===== src/rtl/audio_pkg.sv =====
// Types shared by the audio front end and the effect chain.
`timescale 1ns/1ps
package audio_pkg;
    localparam int SAMPLE_W = 24;
    typedef logic signed [SAMPLE_W-1:0] sample_t;
endpackage


===== src/rtl/sync_2ff.sv =====
// Single-bit two-flop synchroniser for asynchronous inputs.
`timescale 1ns/1ps
module sync_2ff (
    input  logic clk,
    input  logic rst,
    input  logic d_i,
    output logic q_o
);
    logic meta_q;
    logic sync_q;

    always_ff @(posedge clk or negedge rst) begin
        if (!rst) begin
            meta_q <= 1'b0;
            sync_q <= 1'b0;
        end else begin
            meta_q <= d_i;
            sync_q <= meta_q;
        end
    end

    assign q_o = sync_q;
endmodule


===== src/rtl/i2s_rx.sv =====
// I2S receiver: synchronised sclk/lrck/sdin to signed samples with a valid strobe.
// Define I2S_RX_STEREO_AVG_EN to output the L/R average instead of the left word.
// state | meaning: IDLE wait first ws_edge; DELAY drop trailing bit; SHIFT capture; PAD ignore to ws_edge
`timescale 1ns/1ps
module i2s_rx
    import audio_pkg::*;
#(
    parameter int DATA_WIDTH = SAMPLE_W,
    parameter int SLOT_BITS  = 32
) (
    input  logic                         clk,
    input  logic                         rst,
    input  logic                         sclk,
    input  logic                         lrck,
    input  logic                         sdin,
    output logic signed [DATA_WIDTH-1:0] data_o,
    output logic                         vld_o,
    output logic                         err_o
);
    localparam int CNT_W = $clog2(SLOT_BITS + 1);
    localparam logic [CNT_W-1:0] CNT_WORD = CNT_W'(DATA_WIDTH);
    localparam logic [CNT_W-1:0] CNT_MAX  = CNT_W'(SLOT_BITS);

    typedef enum logic [1:0] {
        S_IDLE,
        S_DELAY,
        S_SHIFT,
        S_PAD
    } state_e;

    logic sclk_s, lrck_s, sdin_s;
    logic sclk_prev_q;
    logic rise, ws_edge;

    state_e                       state_q, state_d;
    logic [DATA_WIDTH-1:0]        shreg_q, shreg_d, shreg_nxt;
    logic [CNT_W-1:0]             bitcnt_q, bitcnt_d, bitcnt_inc;
    logic                         lrck_q, lrck_d;
    logic signed [DATA_WIDTH-1:0] data_q, data_d;
    logic                         vld_q, vld_d;
    logic                         err_q, err_d;

`ifdef I2S_RX_STEREO_AVG_EN
    logic [DATA_WIDTH-1:0] left_q, left_d;
    logic                  left_vld_q, left_vld_d;
    logic [DATA_WIDTH:0]   sum;
    assign sum = {left_q[DATA_WIDTH-1], left_q} + {shreg_nxt[DATA_WIDTH-1], shreg_nxt};
`endif

    sync_2ff u_sync_sclk (.clk(clk), .rst(rst), .d_i(sclk), .q_o(sclk_s));
    sync_2ff u_sync_lrck (.clk(clk), .rst(rst), .d_i(lrck), .q_o(lrck_s));
    sync_2ff u_sync_sdin (.clk(clk), .rst(rst), .d_i(sdin), .q_o(sdin_s));

    assign rise       = sclk_s & ~sclk_prev_q;
    assign ws_edge    = rise && (lrck_s != lrck_q);
    assign shreg_nxt  = {shreg_q[DATA_WIDTH-2:0], sdin_s};
    assign bitcnt_inc = bitcnt_q + 1'b1;

    always_comb begin
        state_d  = state_q;
        shreg_d  = shreg_q;
        bitcnt_d = bitcnt_q;
        lrck_d   = lrck_q;
        data_d   = data_q;
        vld_d    = 1'b0;
        err_d    = 1'b0;
`ifdef I2S_RX_STEREO_AVG_EN
        left_d     = left_q;
        left_vld_d = left_vld_q;
`endif
        if (rise) begin
            lrck_d = lrck_s;
            unique case (state_q)
                S_IDLE: begin
                    if (ws_edge) state_d = S_DELAY;
                end
                // A repeated word-select edge here just restarts the delay bit.
                S_DELAY: begin
                    if (!ws_edge) begin
                        shreg_d  = {{(DATA_WIDTH-1){1'b0}}, sdin_s};
                        bitcnt_d = CNT_W'(1);
                        state_d  = S_SHIFT;
                    end
                end
                S_SHIFT: begin
                    if (ws_edge) begin
                        err_d    = 1'b1;
                        bitcnt_d = '0;
                        state_d  = S_DELAY;
`ifdef I2S_RX_STEREO_AVG_EN
                        left_vld_d = 1'b0;
`endif
                    end else begin
                        shreg_d  = shreg_nxt;
                        bitcnt_d = bitcnt_inc;
                        if (bitcnt_inc == CNT_WORD) begin
                            state_d = S_PAD;
`ifdef I2S_RX_STEREO_AVG_EN
                            if (!lrck_q) begin
                                left_d     = shreg_nxt;
                                left_vld_d = 1'b1;
                            end else if (left_vld_q) begin
                                data_d     = sum[DATA_WIDTH:1];
                                vld_d      = 1'b1;
                                left_vld_d = 1'b0;
                            end
`else
                            if (!lrck_q) begin
                                data_d = shreg_nxt;
                                vld_d  = 1'b1;
                            end
`endif
                        end
                    end
                end
                S_PAD: begin
                    if (ws_edge) begin
                        bitcnt_d = '0;
                        state_d  = S_DELAY;
                    end else if (bitcnt_q != CNT_MAX) begin
                        bitcnt_d = bitcnt_inc;
                    end
                end
                default: state_d = S_IDLE;
            endcase
        end
    end

    always_ff @(posedge clk or negedge rst) begin
        if (!rst) begin
            sclk_prev_q <= 1'b0;
            state_q     <= S_IDLE;
            shreg_q     <= '0;
            bitcnt_q    <= '0;
            lrck_q      <= 1'b0;
            data_q      <= '0;
            vld_q       <= 1'b0;
            err_q       <= 1'b0;
`ifdef I2S_RX_STEREO_AVG_EN
            left_q      <= '0;
            left_vld_q  <= 1'b0;
`endif
        end else begin
            sclk_prev_q <= sclk_s;
            state_q     <= state_d;
            shreg_q     <= shreg_d;
            bitcnt_q    <= bitcnt_d;
            lrck_q      <= lrck_d;
            data_q      <= data_d;
            vld_q       <= vld_d;
            err_q       <= err_d;
`ifdef I2S_RX_STEREO_AVG_EN
            left_q      <= left_d;
            left_vld_q  <= left_vld_d;
`endif
        end
    end

    assign data_o = data_q;
    assign vld_o  = vld_q;
    assign err_o  = err_q;
endmodule


===== config.mk =====
export PLATFORM = sky130hd
export DESIGN_NAME = i2s_rx
export DESIGN_NICKNAME = d
export VERILOG_FILES = /design/src/rtl/audio_pkg.sv /design/src/rtl/sync_2ff.sv /design/src/rtl/i2s_rx.sv
export SDC_FILE = /design/constraint.sdc
export NUM_CORES = 1
export LEC_CHECK = 0
export CAP_MARGIN = 10
export CORE_AREA = 5 5 108 110
export DETAILED_ROUTE_END_ITERATION = 6
export DIE_AREA = 0 0 113 115
export GPL_TIMING_DRIVEN = 0
export PLACE_DENSITY = 0.47
export RECOVER_POWER = 25
export SYNTH_ARGS = -nofsm -noshare
export SYNTH_HDL_FRONTEND = slang
export SYNTH_SLANG_ARGS = --single-unit

===== constraint.sdc =====
create_clock -name clk -period 2.8 [get_ports clk]
set_clock_uncertainty 0.2 [all_clocks]
set_input_delay 0.56 -clock clk [delete_from_list [all_inputs] [get_ports clk]]
set_output_delay 0.56 -clock clk [all_outputs]
set_load 0.1 [all_outputs]

# Word-level counts from Yosys, hierarchy flattened
# Cells that the tools add are included.
[word_totals]
out_inout_bits = 26
input_bits = 5
wordCells = 60
ff_bits = 65
[classes]
n_eq_ne = 11
addsub = 1
n_reduce_logical = 9
muxes = 21
bitwise = 4
[ops]
columns = ["operator", "count"]
rows = [
  ["$mux W23", 2],
  ["$pmux W23 S2", 1],
  ["$mux W6", 4],
  ["$pmux W6 S3", 1],
  ["$reduce_and A4 Y1", 3],
  ["$mux W1", 8],
  ["$mux W2", 4],
  ["$add A6 B1 Y6 const B", 1],
  ["$eq A6 B5 Y1 const B", 1],
  ["$ne A3 B3 Y1 const B", 2],
  ["$ne A6 B6 Y1 const B", 1],
  ["$pmux W2 S3", 1],
  ["$reduce_and A5 Y1", 1],
  ["$eq A2 B2 Y1 const B", 2],
  ["$ne A2 B2 Y1 const B", 2],
  ["$not A1 Y1", 3],
  ["$reduce_bool A3 Y1", 1],
  ["$eq A2 B1 Y1 const B", 1],
  ["$logic_not A2 Y1", 1],
  ["$ne A2 B1 Y1 const B", 1],
  ["$reduce_bool A2 Y1", 1],
  ["$reduce_or A2 Y1", 1],
  ["$and A1 B1 Y1", 1],
  ["$logic_and A1 B1 Y1", 1],
  ["$ne A1 B1 Y1", 1],
]

# Logic depth before layout (Yosys ltp)
# Gate-level depths: netlist of the first run.
[depth]
depth_word = 6
mapped_depth = 7
mapped_depth_nobuf = 6

# Modules after synthesis
# From an unflattened synthesis of the first run, not the netlist that was laid out.
[hier_totals]
cells_unflattened = 194
hier_area_um2 = 2748.9
[modules_own_cells]
columns = ["module", "instances", "seq_area_each_um2", "area_each_um2", "cells_per_inst"]
rows = [
  ["i2s_rx", 1, 1476.4, 2598.7, 188],
  ["sync_2ff", 3, 50.0, 50.0, 2],
]

# Worst setup path after synthesis of the first run
# Ideal clock, no wire load.
[synth_timing]
path_kind = "flip-flop to flip-flop"
startpoint = "register state_q[0]"
endpoint = "register data_q[0], in the netlist data_o[0]"
t_arrival_ps = 2130
t_required_ps = 2474
stages_incl_launch_ff = 8
setup_ps = 126
path_slack_ps = 344
path_buffers = 1
path_cell_list = "dfrtp_1 > inv_1 > ha_1 > inv_1 > or4_4 > nor3_4 > buf_6 > mux2_4"
[synth_between]
elab_chain_cells = 2
[synth_lines]
columns = ["element", "line_no", "rtl"]
rows = [
  ["from (decl)", "i2s_rx.sv:35", "state_e state_q, state_d;"],
  ["from (signal assigned)", "i2s_rx.sv:145", "state_q <= state_d;"],
  ["$eq A2 B2 Y1", "i2s_rx.sv:73", "unique case (state_q)"],
  ["$reduce_and A5 Y1 (no line)", "--", ""],
  ["to (signal assigned)", "i2s_rx.sv:149", "data_q <= data_d;"],
  ["to (decl)", "i2s_rx.sv:39", "logic signed [DATA_WIDTH-1:0] data_q, data_d;"],
]
# Every way passes these cells.
# A chain may end at the register's enable or synchronous reset.

# Worst setup path in the final report of the first run
[layout_timing]
startpoint = "register state_q[0]"
endpoint = "register data_q[2], in the netlist data_o[2]"
# The elaborated chain is that of the path after synthesis.

==> out/metrics.csv, run 1 <==
metric;value;unit
die outline height;115;µm
count of hold buffers inserted by post-cts repair;0;
Most Frequent Cell on Critical Path;sky130_fd_sc_hd__inv_1;
area of the die;13000;µm²
CP cell instances;inv_1 -> ha_2 -> inv_1 -> or4_4 -> nor3_4 -> buf_12 -> buf_2 -> mux2_4;
required arrival time at the worst endpoint;2.82;ns
wire length on met1;2.74;mm
synthesis-to-finish area growth;27.1;%
Final Cycle Share;0.959;
Core Box Area;10600;µm²
Final Net Count;253;
fillers;1073;
Place WS;0.0659;ns
ratio of cells with drive above 1 in the final layout;0.229;
final weighted congestion in routability-driven placement;0.821;
Final Worst Setup Slack;0.114;ns
commonest non-fill, non-tap cell in the layout;sky130_fd_sc_hd__dfrtp_1;
highest metal layer with signal wires;met4;
maximum level of the CTS H-tree;3;
IO Pins;31;
Seq. cell area;1630;µm²
Root Buffer Master;sky130_fd_sc_hd__clkbuf_8;
maximum clock frequency;372;MHz
Die Width;113;µm
Buffers & Inverters on Critical Path;4;
Initial Util;0.261;
post-synthesis sequential area ratio;0.588;
flop and latch count out of synthesis;65;
drt wl/cell;14.6;µm
wire length after detailed routing;5.62;mm
first-pass GRT wire length;9.40;mm
Critical Path End Type;register;
most used flip-flop cell after synthesis;sky130_fd_sc_hd__dfrtp_1;
static leakage;1.60;nW
number of buffers created by CTS;9;
number of maximum-capacitance violations;1;
maximum number of pins on one net before global-route repair;66;
number of design rule violations left after detail routing;0;
per-cell via count in the routed design;4.54;
setup violation total in the final timing report;0;
worst min-delay path category;reg -> reg;
count of antenna-violating nets left after detailed routing;0;
port bufs;30;
syn avg cell area;14.3;µm²
total via count after detailed routing;1746;
ratio of total power to cell area;664;nW/µm²
antenna violations before repair;0;
maximum vdd drop;0.262;mV
crit path launch type;register;
number of global-route vias before repair;1769;
violations in the final reports;capacitance limit, slew limit;
final-report max-slew violation count;66;
Worst Max-Slew Pin Slew;1.63;ns
Met2 Wirelength;2.53;mm
crit-path max cell delay;0.57;ns
result of the run;finished, violations left;
initial detailed-routing violation count;52;
placed cell areas;3240;µm²
Final Hold Violating Endpoints;0;
length of the first detailed-routing pass in iterations;4;
area of the mapped netlist;2770;µm²
dominant delay contributor by cell family on the critical path;simple AND/OR/NAND/NOR gates;
worst hold slack;0.150;ns
Net Count, Synth;207;
WL met3;226;µm
global route total overflow;0;
async set-or-reset flop fraction in the synthesized netlist;1.00;
total routing resource utilization after global routing;0.0921;
total area of multi-input combinational cells;1070;µm²
Detail Placement HPWL;3.65;mm
post-synthesis instance total;194;
worst-path maximum fanout;6;
Yosys Warn Count;0;
CTS tree;done;
number of enable-type register cells in the synthesized netlist;0;
cell area after layout;3510;µm²
Tmin final;2.69;ns
number of unique standard cell types used by synthesis;42;
site row count;38;
clock latency reported for the late side of the worst-skew pair;0.34;ns
Crit Path Class;reg -> reg;
count of clock tree sinks;65;
Worst path slowest cell;sky130_fd_sc_hd__or4_4;
Slew Limit Headroom;-0.0838;
end-of-flow core utilization;0.331;
final total negative setup slack;0;ns
most frequent cells in the layout;sky130_fd_sc_hd__dfrtp_1, sky130_fd_sc_hd__clkdlybuf4s50_1, sky130_fd_sc_hd__a22o_1;
Critical Path AT;2.71;ns
number of inserted diodes;0;
clock-pin slew of the registers on the worst-case setup and hold paths;0.07;ns
Max clock buf depth;2;
## final timing paths
kind / depth (start not counted) / start / slack, ns / to
worst max-delay path: 8 / state_q[0] / 0.11 / data_o[2]
worst min-delay path: 0 / u_sync_sdin.meta_q / 0.15 / u_sync_sdin.q_o
worst max register to register: 8 / state_q[0] / 0.11 / data_o[2]
worst min register to register: 0 / u_sync_sdin.meta_q / 0.15 / u_sync_sdin.q_o
max in group asynchronous: 1 / rst / 0.99 / bitcnt_q[2]
min in group asynchronous: 1 / rst / 0.42 / sclk_prev_q
## routing by layer
| layer | up-vias | GRT usage |
|---|---|---|
| li1 | 819 | - |
| met1 | 887 | 0.126 |
| met2 | 33 | 0.133 |
| met3 | 7 | 0.0226 |
| met4 | 0 | 0.0529 |
| met5 | - | 0 |
## per-stage QoR
step | power (mW) | std cells
2_1_floorplan | 1.33 | 194
3_3_place_gp | 1.44 | 364
3_5_place_dp | 1.45 | 364
4_1_cts | 2.37 | 380
5_1_grt | 2.49 | 385
6_report | 2.33 | 385
## state kept, by name (all words and copies together), names as in the netlist, 2 cells and up
register	flops
data_o	24
shreg_q	23
bitcnt_q	6
state_q	2
## layout make-up
| type | instances | area share |
|---|---|---|
| Multi-Input combinational cell | 115 | 0.305 |
| Tap cell | 140 | 0.0499 |
| Clock inverter | 6 | 0.0256 |
| Sequential cell | 65 | 0.463 |
| Timing Repair Buffer | 35 | 0.0976 |
| Buffer | 8 | 0.0132 |
| Clock buffer | 10 | 0.0392 |
| Inverter | 6 | 0.00641 |
## logic make-up after synthesis
| kind of cell | after synthesis | synth area share |
|---|---|---|
| flops | 65 | 0.588 |
| compound gates | 47 | 0.137 |
| simple gates | 29 | 0.0647 |
| mux | 28 | 0.140 |
| buf+inv | 14 | 0.0249 |
| fa+ha+maj | 8 | 0.0362 |
| xor+xnor | 3 | 0.00950 |
## cell usage after synthesis (3+ instances only)
cell type	instances	share of area
sky130_fd_sc_hd__a22o_1	22	0.070
sky130_fd_sc_hd__a31oi_1	3	0.0068
sky130_fd_sc_hd__clkbuf_1	5	0.0068
sky130_fd_sc_hd__dfrtp_1	65	0.59
sky130_fd_sc_hd__ha_1	8	0.036
sky130_fd_sc_hd__inv_1	6	0.0081
sky130_fd_sc_hd__mux2_2	5	0.020
sky130_fd_sc_hd__mux2_4	20	0.11
sky130_fd_sc_hd__mux2i_1	3	0.011
sky130_fd_sc_hd__nand2_1	5	0.0068
sky130_fd_sc_hd__nor2_1	4	0.0054
sky130_fd_sc_hd__o211ai_1	4	0.011
sky130_fd_sc_hd__o21ai_0	4	0.0072
## power breakdown
part | switching (mW) | internal, mW
Combinational | 0.223 | 0.142
Sequential | 0.0655 | 0.997
Clock | 0.377 | 0.529
## timing repair
action	4_1_cts	5_1_grt
setup endpoints to repair	0	20
resized for setup	0	3
endpoints found under the hold margin	0	0
setup buffers	0	3
Note: power is estimated with default switching activity, not from simulation.
==> run 2, diff against run 1 <==
==> constraint.sdc (replaced) <==
create_clock -name clk -period 2.8 [get_ports clk]
set_clock_uncertainty 0.2 [all_clocks]
set_input_delay 0.56 -clock clk [delete_from_list [all_inputs] [get_ports clk]]
set_output_delay 0.56 -clock clk [all_outputs]
set_load 0.05 [all_outputs]
==> results of run 2 <==
The final DEF is identical to that of run 1. Status: finished, violations left: capacitance limit, slew limit.
